`src/rtl/alu8_pkg.sv`:
```
// ----------------------------------------------------------------------------
// alu8_pkg
//   Shared definitions for the alu8 execution unit.
//   - WIDTH       : operand/result width (only 8 is supported)
//   - DIV0_RESULT : value produced by unsigned divide when B is zero
//   - op_e        : ALU_Sel opcode encoding
//   Build option: ALU_MULDIV_EN (see alu8_core) enables opcodes 0x2/0x3.
// ----------------------------------------------------------------------------
package alu8_pkg;

    localparam int WIDTH = 8;

    localparam logic [WIDTH-1:0] DIV0_RESULT = 8'hFF;

    typedef enum logic [3:0] {
        OP_ADD  = 4'h0,
        OP_SUB  = 4'h1,
        OP_MUL  = 4'h2,
        OP_DIV  = 4'h3,
        OP_SHL  = 4'h4,
        OP_SHR  = 4'h5,
        OP_ROL  = 4'h6,
        OP_ROR  = 4'h7,
        OP_AND  = 4'h8,
        OP_OR   = 4'h9,
        OP_XOR  = 4'hA,
        OP_NOR  = 4'hB,
        OP_NAND = 4'hC,
        OP_XNOR = 4'hD,
        OP_GT   = 4'hE,
        OP_EQ   = 4'hF
    } op_e;

endpackage

```
`src/rtl/alu8_core.sv`:
```
// ----------------------------------------------------------------------------
// alu8_core
//   Purely combinational operation mux for alu8.
//   Ports:
//     A, B     : byte operands
//     ALU_Sel  : opcode (alu8_pkg::op_e encoding)
//     result   : 8-bit result, truncated
//     carry    : bit 8 of the unsigned sum A+B, for every opcode
//   Build option:
//     ALU_MULDIV_EN defined   -> multiply (low byte) and unsigned divide
//                                (B==0 gives DIV0_RESULT)
//     ALU_MULDIV_EN undefined -> no multiplier/divider; opcodes 0x2/0x3
//                                return 0x00
// ----------------------------------------------------------------------------
module alu8_core
    import alu8_pkg::*;
(
    input  logic [WIDTH-1:0] A,
    input  logic [WIDTH-1:0] B,
    input  logic [3:0]       ALU_Sel,
    output logic [WIDTH-1:0] result,
    output logic             carry
);

    logic [WIDTH:0] sum_ext;
    op_e            op;

    // Carry is defined from the addition regardless of opcode, so the
    // adder output is shared between the flag and OP_ADD.
    assign sum_ext = {1'b0, A} + {1'b0, B};
    assign carry   = sum_ext[WIDTH];
    assign op      = op_e'(ALU_Sel);

    always_comb begin
        result = '0;
        case (op)
            OP_ADD:  result = sum_ext[WIDTH-1:0];
            OP_SUB:  result = A - B;
`ifdef ALU_MULDIV_EN
            // 8-bit context keeps only the low byte of the product.
            OP_MUL:  result = A * B;
            OP_DIV:  result = (B == '0) ? DIV0_RESULT : (A / B);
`else
            OP_MUL:  result = '0;
            OP_DIV:  result = '0;
`endif
            OP_SHL:  result = {A[WIDTH-2:0], 1'b0};
            OP_SHR:  result = {1'b0, A[WIDTH-1:1]};
            OP_ROL:  result = {A[WIDTH-2:0], A[WIDTH-1]};
            OP_ROR:  result = {A[0], A[WIDTH-1:1]};
            OP_AND:  result = A & B;
            OP_OR:   result = A | B;
            OP_XOR:  result = A ^ B;
            OP_NOR:  result = ~(A | B);
            OP_NAND: result = ~(A & B);
            OP_XNOR: result = ~(A ^ B);
            OP_GT:   result = (A > B)  ? 8'h01 : 8'h00;
            OP_EQ:   result = (A == B) ? 8'h01 : 8'h00;
            default: result = '0;
        endcase
    end

endmodule

```
`src/rtl/alu8.sv`:
```
// ----------------------------------------------------------------------------
// alu8
//   8-bit ALU with a one-cycle registered output stage.
//   Ports:
//     clk, rst   : rising-edge clock, asynchronous active-high reset
//     in_valid   : A/B/ALU_Sel are meaningful this cycle
//     A, B       : operands
//     ALU_Sel    : opcode (alu8_pkg::op_e)
//     ALU_Out    : registered result
//     CarryOut   : registered carry (bit 8 of A+B)
//     out_valid  : ALU_Out/CarryOut were loaded on the last edge
//   Build option: ALU_MULDIV_EN (forwarded to alu8_core).
//
//   Handshake: valid-only, no ready. Every cycle with in_valid=1 is accepted
//   unconditionally; exactly one edge later the result is on ALU_Out/CarryOut
//   with out_valid=1 for that one cycle. With in_valid=0 the output
//   registers hold and out_valid is 0, so inputs may be X while idle.
// ----------------------------------------------------------------------------
module alu8 #(
    parameter int WIDTH = alu8_pkg::WIDTH
) (
    input  logic             clk,
    input  logic             rst,
    input  logic             in_valid,
    input  logic [WIDTH-1:0] A,
    input  logic [WIDTH-1:0] B,
    input  logic [3:0]       ALU_Sel,
    output logic [WIDTH-1:0] ALU_Out,
    output logic             CarryOut,
    output logic             out_valid
);

    logic [WIDTH-1:0] core_result;
    logic             core_carry;

    alu8_core u_core (
        .A       (A),
        .B       (B),
        .ALU_Sel (ALU_Sel),
        .result  (core_result),
        .carry   (core_carry)
    );

    always_ff @(posedge clk or posedge rst) begin
        if (rst) begin
            ALU_Out   <= '0;
            CarryOut  <= 1'b0;
            out_valid <= 1'b0;
        end else begin
            out_valid <= in_valid;
            if (in_valid) begin
                ALU_Out  <= core_result;
                CarryOut <= core_carry;
            end
        end
    end

endmodule

```
`config.mk`:
```
export PLATFORM = sky130hd
export DESIGN_NAME = alu8
export DESIGN_NICKNAME = d
export VERILOG_FILES = /design/src/rtl/alu8_pkg.sv /design/src/rtl/alu8_core.sv /design/src/rtl/alu8.sv
export SDC_FILE = /design/constraint.sdc
export NUM_CORES = 1
export LEC_CHECK = 0
export BUFFER_PORTS_ARGS = -buffer_cell sky130_fd_sc_hd__buf_2
export CORE_MARGIN = 2
export CORE_UTILIZATION = 52
export CTS_CLUSTER_DIAMETER = 120
export CTS_CLUSTER_SIZE = 12
export DETAILED_ROUTE_END_ITERATION = 7
export GPL_ROUTABILITY_DRIVEN = 0
export PLACE_DENSITY_LB_ADDON = 0.08
export SLEW_MARGIN = 30
export SYNTH_ARGS = -nofsm -noshare
export SYNTH_HDL_FRONTEND = slang
export SYNTH_SLANG_ARGS = --single-unit
```
`constraint.sdc`:
```
create_clock -name clk -period 0.82 [get_ports clk]
set_input_delay 0.123 -clock clk [delete_from_list [all_inputs] [get_ports clk]]
set_output_delay 0.123 -clock clk [all_outputs]
set_load 0.005 [all_outputs]
```
# Yosys cells after proc, flatten, opt, wreduce, memory -nomap -nowiden
# Index checks and enable logic that the tools add are counted.
dict set report word_totals {
  ramBits 0
  mem_bits_ro 0
  output_inout_bits 10
  ff_bits 10
  inputBits 23
  latch_bits 0
  mem_count 0
  wordCells 33
}
dict set report classes {
  n_addsub 2
  div 0
  bitwise_logic 6
  multipliers 0
  n_mux 3
  n_shift 0
  magnitude_cmp 1
  n_reduce_logical 2
  eq_ne 16
}
# op count
set ops {}
lappend ops {{one-hot mux 8 bit (15 select lines)} 1}
lappend ops {{equality test 4 bit (second input constant)} 8}
lappend ops {{NOT 8 bit} 3}
lappend ops {{equality test 4 x 3 -> 1 bit (second input constant)} 4}
lappend ops {{adder 8 x 8 -> 9 bit} 1}
lappend ops {{AND 8 bit} 1}
lappend ops {{equality test 4 x 2 -> 1 bit (second input constant)} 2}
lappend ops {{equality test 8 bit} 1}
lappend ops {{> comparator 8 bit} 1}
lappend ops {{OR 8 bit} 1}
lappend ops {{subtractor 8 bit} 1}
lappend ops {{XOR 8 bit} 1}
lappend ops {{equality test 4 x 1 -> 1 bit (second input constant)} 1}
lappend ops {{logical NOT 4 bit} 1}
lappend ops {{two-way mux 1 bit} 2}
lappend ops {{OR reduction 2 bit} 1}

# Longest topological paths before layout
# Gate-level depths: netlist of run 1.
dict set report depth {
  word_depth 3
  ltp_mapped 9
  mapped_depth_nobuf 9
}

# Cells and area by module
# A second synthesis of run 1 with hierarchy kept.
dict set report hier_totals {
  hier_cells 271
  hier_area_um2 2145.8
}
# module area_each_um2 instances cells_each
set by_module_without_submodules {}
lappend by_module_without_submodules {alu8_core 1745.4 1 250}
lappend by_module_without_submodules {alu8 400.4 1 21}

# Least setup slack after synthesis of run 1
# Ideal clock, no wire load.
dict set report synth_timing {
  path_type {in2reg}
  start {input port A[0]}
  end {register ALU_Out[4]}
  path_stages 9
  t_arrival_ps 1906
  t_required_ps 700
  setup_slack_ps -1206
  path_cell_list {inv_1 -> ha_1 -> fa_1 -> o21ba_1 -> o21a_1 -> nand2_1 -> a21oi_1 -> or4_1 -> a31o_1}
}
dict set report synth_via {
  elab_chain_cells 2
  elab_cells_between_ends 3
  classes_between {add/sub (2); mux (1)}
}
# element line
set synth_lines {}
lappend synth_lines {{from (decl)} alu8.sv:25} ;# input logic [WIDTH-1:0] A,
lappend synth_lines {{subtractor 8 bit / adder 8 x 8 -> 9 bit (equally long branches)} {alu8_core.sv:38, alu8_core.sv:30}}
lappend synth_lines {{one-hot mux 8 bit (15 select lines) *} alu8_core.sv:36} ;# case (op)
lappend synth_lines {{to (signal assigned)} alu8.sv:52} ;# ALU_Out <= core_result;
lappend synth_lines {{to (decl)} alu8.sv:28} ;# output logic [WIDTH-1:0] ALU_Out,
# Mark *: on every way between the ends. The rest lies on a longest branch, timed or not.
# A chain may end at the register's enable or synchronous reset.

# Final worst setup path of run 1
# Ends and elaborated chain as after synthesis.

==> reports/metrics.yaml, run 1 <==
status: "finished, violations left"
violations: "setup timing"
syn-cell-area_um2: 1980
synth_top_area_share_pct: 15.2
avgSynthCellArea_um2: 7.34
cts-root-buf: "clkbuf_8"
synth_nets: 319
cp_cell_sequence: "buf_12 > inv_12 > ha_4 > fa_2 > o21ba_4 > o21a_1 > nand2_1 > a21oi_1 > or4_1 > a31o_1"
clock_sink_count: 10
finClkSkew_ns: 0
crit_path_end_kind: "register"
vias: 2963
path_delay_family: "compound AO/OA/AOI/OAI gates"
cp.arrival_ns: 2.11
dp_cells: 415
cp_slowest_cell: "or4_1"
ys_seq_area_share_pct: 12.6
port_buffers: 32
coreArea_um2: 3660
worst-path-max-fanout: 2
hold_path.class: "in -> reg"
antenna_left: 0
synth_cell_types: 60
ys_warn_count: 0
finalHoldViolCount: 0
grt_usage_pct: 36.3
grt_pass1_vias: 2617
overflow: 0
drv_cap: 0
drive_gt1_share_pct: 48.2
die_area_um2: 4320
clock_latency_ns: 0.23
criticalPathCategory: "in -> reg"
finalWirelength_mm: 9.59
period_minus_slack_ns: 2.00
drc: 0
cts_tree: "yes"
clk_path_buf_depth: 2
p_per_area_nw_per_um2: 1010
die_w_um: 65.7
die_h_um: 65.7
worst-slew-pin-transition_ns: 0.528
start_util_pct: 54.1
cts_made_buffers: 3
ioPinCount: 33
ys_seq_elements: 10
worst_hold_slack_ns: 0.353
finalCoreUtilization_pct: 90.4
layout.cells.non_filler: 434
required_ns: 0.93
startpoint_type: "input pin"
rows: 22
area_growth_syn_to_layout_pct: 67.1
ff_latch_area_um2: 250
period_share_pct: 244
slew_headroom_pct: 64.7
setup_ws_ns: -1.18
viasPerCell: 6.83
fin_nets: 437
synthArstFlopShare_pct: 100
synth_area_leader_cell: "ha_1"
drt_iter0_drc: 577
n_fill_cell: 161
clk_pin_slew_worst_paths_ns: 0.05
slew_violations: 0
fmax_ghz: 0.500
post_drt_wl_per_cell_um: 22.1
detailedPlace.worstSlack_ns: -1.34
ir_worst_vdd_v: 0.000527
p_leak_nw: 1.51
ys.flop_type: "dfrtp_1"
synth-edff-count: 0
first_pass_iters: 7
antenna_found_initial: 0
htreeDepth: 1
dp_hpwl_mm: 5.30
dpl_cell_area_um2: 2870
stdcell_area_um2: 3310
grt_pass1_wl_mm: 12.1
antenna_cells: 0
setup_violations: 19
critPathMaxStageDelay_ns: 0.58
grt_max_degree: 21
multi_input_area_um2: 1830
cp_num_buf_inv: 2
synthTopCellsByArea: "ha_1 15%, dfrtp_1 13%, o21ai_0 6.1%"
synth_cells: 270
rsz0062_at_grt: "yes"
-- routing by layer --
layer  vias to the layer above  track usage (%)  part of all wire [%]
met5                         -                0                     0
met4                         0             18.0                   8.8
met3                       124             5.82                    13
met2                       277             63.3                    45
met1                      1355             42.6                    34
li1                       1207                -                     -
-- timing repair --
item / 4_1_cts / 5_1_grt
hold endpoints to repair: 10 / 0
gates resized for setup: 37 / 28
hold buffers: 1 / 0
setup buffers: 13 / 5
pin swaps: 17 / 24
endpoints found under the setup margin: 19 / 19
-- metrics by stage --
stage | power [mW] | TNS [ns]
after floorplan | 1.50 | -6.23
after global placement | 2.16 | -9.55
after detailed placement | 2.21 | -9.79
after CTS | 2.94 | -7.24
after global routing | 3.46 | -9.02
final | 3.33 | -8.49
-- layout by cell type, fill, tap and decap left out, types with 3 or more instances in the layout --
cell type  instances
a21oi_1           15
ha_2               4
and3_1             3
buf_2             29
a21oi_2            6
o21ai_0           15
ha_1              14
mux2i_1            6
nand2b_1           3
buf_12             3
nor2_1            22
a32oi_1            3
nand2_1           11
nand3_1            3
dfrtp_1           10
clkbuf_8           3
buf_6             11
nor3_1             5
inv_1             18
nor2b_1            8
o21ai_2            3
or3_1              4
inv_2              3
nor3b_1            3
ha_4               6
o21ai_1            5
a31oi_1            5
xnor2_1            8
o21a_1             6
buf_4             88
nand3b_1           3
-- area by class of cell --
cell class              count  share of cell area (%)
multi-input cells         215                    55.4
repair buffers            133                    30.4
flip-flops and latches     10                    7.56
inverters                  25                    3.52
well taps                  48                    1.81
clock buffers               3                    1.25
-- sequential cells by signal, indices dropped and copies added (netlist names) --
name / cells
out_valid: 1
CarryOut: 1
ALU_Out: 8
-- cells by family (layout without fill, tap and decap cells) --
group / after synthesis / count (layout) / synth area share, %
AOI/OAI and AO/OA: 94 / 94 / 31.0
xor gates and xnor gates: 10 / 10 / 4.42
adders and majority gates: 26 / 26 / 17.2
buffers and inverters: 45 / 161 / 9.73
DFF: 10 / 10 / 12.6
muxes: 8 / 8 / 4.17
and+or+nand+nor: 77 / 77 / 20.9
-- Yosys cell counts, drive strengths merged (4+ instances only) --
| cell type | number |
|---|---|
| xnor2 | 8 |
| nor2b | 9 |
| inv | 24 |
| or3 | 4 |
| o21a | 6 |
| buf | 13 |
| mux2i | 6 |
| dfrtp | 10 |
| nor3 | 5 |
| clkbuf | 7 |
| a21oi | 21 |
| a211oi | 5 |
| a31oi | 6 |
| ha | 24 |
| nor3b | 4 |
| nor2 | 23 |
| o21ai | 25 |
| nand2 | 11 |
-- report_power, final --
part	leakage (nW)	internal, mW	switching [mW]
Sequential	0.118	0.560	0.0449
Combinational	1.37	1.06	1.16
Clock	0.0216	0.321	0.190
Total	1.51	1.94	1.39
-- final timing paths --
path	start	end	slack, ns	cells after the start
worst max-delay path	A[0]	ALU_Out[4]	-1.18	10
worst min-delay path	in_valid	out_valid	0.35	2
worst max register to register	ALU_Out[4]	ALU_Out[4]	-0.20	2
worst min register to register	CarryOut	CarryOut	0.56	2
max in group asynchronous	rst	ALU_Out[5]	0.11	3
min in group asynchronous	rst	ALU_Out[1]	0.43	3
Power figures use the tool's default switching activity.
==> run 2: changes to the inputs <==
--- a/config.mk
+++ b/config.mk
@@ -6,7 +6,6 @@
 export NUM_CORES = 1
 export LEC_CHECK = 0
 export BUFFER_PORTS_ARGS = -buffer_cell sky130_fd_sc_hd__buf_2
-export CORE_MARGIN = 2
 export CORE_UTILIZATION = 52
 export CTS_CLUSTER_DIAMETER = 120
 export CTS_CLUSTER_SIZE = 12
==> reports/metrics.yaml, run 2 (synthesis results as in run 1) <==
status: "finished, violations left"
violations: "setup timing"
clockPowerShare_pct: 15.7
die_area_um2: 4060
setup_ws_ns: -1.15
ir_worst_vdd_v: 0.000471
criticalPathCategory: "in -> reg"
p_sw_share_pct: 43.1
seq_power_share_pct: 17.3
die_h_um: 63.7
fin_nets: 441
grt_use_met3_pct: 5.98
required_ns: 0.93
layout_commonest_cell: "buf_4"
setup_violations: 19
dp_cells: 419
drv_cap: 0
clock_latency_ns: 0.25
gr-usage-met1_pct: 43.7
final_cell_mix: "97 x buf_4, 28 x buf_2, 22 x nor2_1"
area_growth_syn_to_layout_pct: 70.9
detailedPlace.worstSlack_ns: -1.38
clk_path_buf_depth: 2
cts-root-buf: "clkbuf_8"
htreeDepth: 1
grt_pass1_wl_mm: 12.5
largestRegisters: "ALU_Out x8, CarryOut x1, out_valid x1"
worst-slew-pin-transition_ns: 0.509
antenna_left: 0
worst-path-max-fanout: 3
p_int_mw: 1.98
finClkSkew_ns: 0
grtUsageMet2_pct: 69.1
die_w_um: 63.7
n_fill_cell: 143
rsz0062_at_grt: "yes"
hold_path.class: "in -> reg"
crit_path_end_kind: "register"
cts_tree: "yes"
pwr-share-comb_pct: 66.9
slew_violations: 0
rows: 22
largest_register: "ALU_Out"
drive_gt1_share_pct: 51.8
drt_iter0_drc: 554
antenna_cells: 0
viasPerCell: 6.98
p_leak_nw: 1.54
start_util_pct: 54.1
top_usage_layer: "met2"
fmax_ghz: 0.508
port_buffers: 32
slew_headroom_pct: 66.1
largest_reg_flops: 8
period_minus_slack_ns: 1.97
p_per_area_nw_per_um2: 1030
layout.cells.non_filler: 438
dp_hpwl_mm: 5.40
post_drt_wl_per_cell_um: 24.6
clock_sink_count: 10
grt_usage_pct: 40.0
cts_made_buffers: 3
cp.arrival_ns: 2.08
period_share_pct: 240
overflow: 0
finalHoldViolCount: 0
startpoint_type: "input pin"
vias: 3056
clk_pin_slew_worst_paths_ns: 0.05
first_pass_iters: 5
coreArea_um2: 3660
drc: 0
grt_pass1_vias: 2698
antenna_found_initial: 1
grt_max_degree: 14
finalWirelength_mm: 10.8
ioPinCount: 33
power_switching_mw: 1.50
==> run 2: repair_timing <==
action	CTS	global route
hold buffers	1	0
resized for setup	44	32
setup endpoints to repair	19	19
pin swaps	21	26
setup buffers	12	7
hold endpoints to repair	10	0
cloned	0	0
==> run 2: layout make-up <==
type | instances | area, um^2 | share of cell area (%)
Tap cell | 48 | 60.1 | 1.77
Sequential cell | 10 | 250 | 7.39
Clock buffer | 3 | 41.3 | 1.22
Multi-Input combinational cell | 215 | 1890 | 55.7
Timing Repair Buffer | 137 | 1030 | 30.5
Inverter | 25 | 116 | 3.44
==> run 2: through the flow <==
| stage | hold slack, ns | utilization, % | setup TNS (ns) | power [mW] | area, um^2 |
|---|---|---|---|---|---|
| final | 0.283 | 92.5 | -9.10 | 3.48 | 3390 |
| after floorplan | -0.0368 | - | -6.23 | 1.50 | 2110 |
| after global placement | 0.110 | 79.1 | -9.59 | 2.17 | 2900 |
| after global routing | 0.289 | 92.5 | -9.50 | 3.56 | 3390 |
| after CTS | 0.272 | 87.4 | -7.44 | 2.96 | 3200 |
| after detailed placement | 0.114 | 79.1 | -9.85 | 2.22 | 2900 |
==> run 2: routing by layer <==
layer | up-vias | routed length [um] | part of all wire, %
li1 | 1217 | - | -
met3 | 134 | 1590 | 15
met4 | 0 | 1040 | 9.7
met5 | - | 0 | 0
met2 | 318 | 4700 | 44
met1 | 1387 | 3440 | 32
==> run 2: path summary, 6_finish.rpt <==
kind | endpoint | slack, ns | depth (start not counted) | from
max in group asynchronous | ALU_Out[3] | 0.08 | 3 | rst
setup / recovery | ALU_Out[6] | -1.15 | 12 | A[0]
min in group asynchronous | ALU_Out[0] | 0.46 | 3 | rst
hold reg to reg | ALU_Out[6] | 0.64 | 2 | ALU_Out[6]
hold / removal | out_valid | 0.28 | 2 | in_valid
setup reg to reg | ALU_Out[1] | -0.04 | 2 | ALU_Out[1]
==> run 2: power groups by stage <==
stage	Combinational [mW]	Clock, mW	Sequential, mW
2_1_floorplan	0.895	0	0.604
3_3_place_gp	1.58	0	0.594
3_5_place_dp	1.63	0	0.597
4_1_cts	1.87	0.504	0.589
5_1_grt	2.43	0.536	0.602
6_report	2.33	0.547	0.603
==> run 2: worst max-delay path, cell delays in order <==
cell,delay (ns)
buf_12,0.09
inv_12,0.03
ha_4,0.15
fa_2,0.37
o21ba_4,0.23
o21a_1,0.20
buf_4,0.14
buf_6,0.12
o21ai_4,0.15
o41ai_4,0.10
a211oi_2,0.27
a311oi_2,0.08
==> run 3: changes to the inputs <==
--- a/config.mk
+++ b/config.mk
@@ -6,12 +6,14 @@
 export NUM_CORES = 1
 export LEC_CHECK = 0
 export BUFFER_PORTS_ARGS = -buffer_cell sky130_fd_sc_hd__buf_2
+export CORE_MARGIN = 1.5
 export CORE_UTILIZATION = 52
 export CTS_CLUSTER_DIAMETER = 120
 export CTS_CLUSTER_SIZE = 12
 export DETAILED_ROUTE_END_ITERATION = 7
 export GPL_ROUTABILITY_DRIVEN = 0
 export PLACE_DENSITY_LB_ADDON = 0.08
+export RECOVER_POWER = 50
 export SLEW_MARGIN = 30
 export SYNTH_ARGS = -nofsm -noshare
 export SYNTH_HDL_FRONTEND = slang
==> reports/metrics.yaml, run 3 (synthesis results as in run 1) <==
cp_num_buf_inv: 3
cp_slowest_cell: "a311oi_1"
coreArea_um2: 3660
p_per_area_nw_per_um2: 999
final.setup.tns_ns: -8.76
drt_iter0_drc: 482
power_switching_mw: 1.37
worst-path-max-fanout: 2
cp.arrival_ns: 2.14
hold_path.class: "in -> async"
cts-root-buf: "clkbuf_8"
p_leak_nw: 1.54
grtUsageMet2_pct: 69.2
seq_power_share_pct: 18.3
grt_max_degree: 13
final_cell_mix: "103 x buf_4, 28 x buf_2, 22 x nor2_1"
slew_violations: 0
p_sw_share_pct: 41.5
period_minus_slack_ns: 2.03
grt_usage_pct: 39.0
setup_ws_ns: -1.21
fmax_ghz: 0.492
finalHoldViolCount: 0
die_h_um: 64.7
path_delay_family: "compound AO/OA/AOI/OAI gates"
finalCoreUtilization_pct: 90.1
detailedPlace.worstSlack_ns: -1.39
cp_cell_sequence: "buf_12 > buf_4 > ha_4 > inv_2 > fa_2 > nor2b_4 > o31a_1 > o21ai_2 > a21oi_2 > nand2b_1 > a311oi_1"
grt_pass1_vias: 2708
gr-usage-met1_pct: 42.9
required_ns: 0.93
slew_headroom_pct: 55.0
start_util_pct: 54.1
worst-slew-pin-transition_ns: 0.674
critPathMaxStageDelay_ns: 0.39
clockPowerShare_pct: 15.8
cp.depth: 11
fin_nets: 446
clock_latency_ns: 0.24
clock_sink_count: 10
drc: 0
violations: "setup timing"
clk_pin_slew_worst_paths_ns: 0.05
htreeDepth: 1
die_area_um2: 4190
ir_worst_vdd_v: 0.000490
vias: 2971
reg2reg_depth: 3
p_int_mw: 1.93
crit_path_end_kind: "register"
finClkSkew_ns: 0
criticalPathCategory: "in -> reg"
clk_path_buf_depth: 2
rsz0062_at_grt: "yes"
finalWirelength_mm: 9.89
pwr-share-comb_pct: 66.0
period_share_pct: 248
largestRegisters: "ALU_Out x8, CarryOut x1, out_valid x1"
port_buffers: 32
layout_commonest_cell: "buf_4"
cts_tree: "yes"
n_fill_cell: 175
antenna_left: 0
overflow: 0
viasPerCell: 6.71
die_w_um: 64.7
rows: 22
grt_use_met3_pct: 9.20
cts_made_buffers: 3
post_drt_wl_per_cell_um: 22.3
first_pass_iters: 6
largest_reg_flops: 8
startpoint_type: "input pin"
antenna_found_initial: 0
area_growth_syn_to_layout_pct: 66.5
setup_violations: 19
status: "finished, violations left"
drive_gt1_share_pct: 47.8
grt_pass1_wl_mm: 12.7
largest_register: "ALU_Out"
drv_cap: 0
top_usage_layer: "met2"
ioPinCount: 33
antenna_cells: 0
dp_hpwl_mm: 5.60
run 3: cell count changes in the layout (fill, tap and decap cells not counted), moves of 2 or more:
cell     previous run  this run
a21oi_1            15        18
a21oi_2             6         3
buf_4              97       103
buf_6               7         5
ha_1               12        16
ha_2                5         3
ha_4                7         5
o21ai_0            14        17
o21ai_2             5         3
run 3: power groups by stage:
stage / clock network (mW) / registers [mW] / logic (mW)
final: 0.519 / 0.602 / 2.17
after global routing: 0.540 / 0.604 / 2.26
after CTS: 0.509 / 0.590 / 1.83
after detailed placement: 0 / 0.599 / 1.63
after global placement: 0 / 0.596 / 1.58
after floorplan: 0 / 0.604 / 0.895
run 3: final timing paths:
check	startpoint	to	slack, ns
setup / recovery	A[0]	ALU_Out[6]	-1.21
max in group asynchronous	rst	ALU_Out[1]	0.14
min in group clk	in_valid	out_valid	0.47
setup reg to reg	ALU_Out[6]	ALU_Out[6]	-0.23
hold reg to reg	ALU_Out[1]	ALU_Out[1]	0.64
hold / removal	rst	ALU_Out[7]	0.41
run 3: area by class of cell:
cell class / count / area (um^2) / share of cell area, %
clock buffer: 3 / 41.3 / 1.25
inverter: 25 / 116 / 3.53
multi-input combinational: 215 / 1780 / 53.9
sequential: 10 / 250 / 7.59
tap: 48 / 60.1 / 1.82
timing repair buffer: 142 / 1050 / 31.9
run 3: repair_timing:
item                                    4_1_cts  5_1_grt
setup buffers                                13        5
hold buffers                                  1        0
endpoints found under the setup margin       19       19
resized for setup                            30       18
hold endpoints to repair                     10        0
pin swaps                                    16       17
gates cloned                                  0        0
run 3: worst min-delay path, delay by kind of cell:
kind / cells / cell delay (ns)
buffers and inverters: 3 / 0.94
run 3: layer usage:
layer | share of wire [%] | wire length (um)
met1 | 34 | 3360
met4 | 9.2 | 914
met2 | 44 | 4400
met5 | 0 | 0
met3 | 12 | 1220
run 3: stage by stage:
step	cell area [um^2]	power, mW	std cells	hold slack [ns]
2_1_floorplan	2110	1.50	270	-0.0368
3_3_place_gp	2930	2.18	423	0.110
3_5_place_dp	2930	2.23	423	0.117
4_1_cts	3180	2.93	439	0.285
5_1_grt	3300	3.41	443	0.453
6_report	3300	3.30	443	0.410
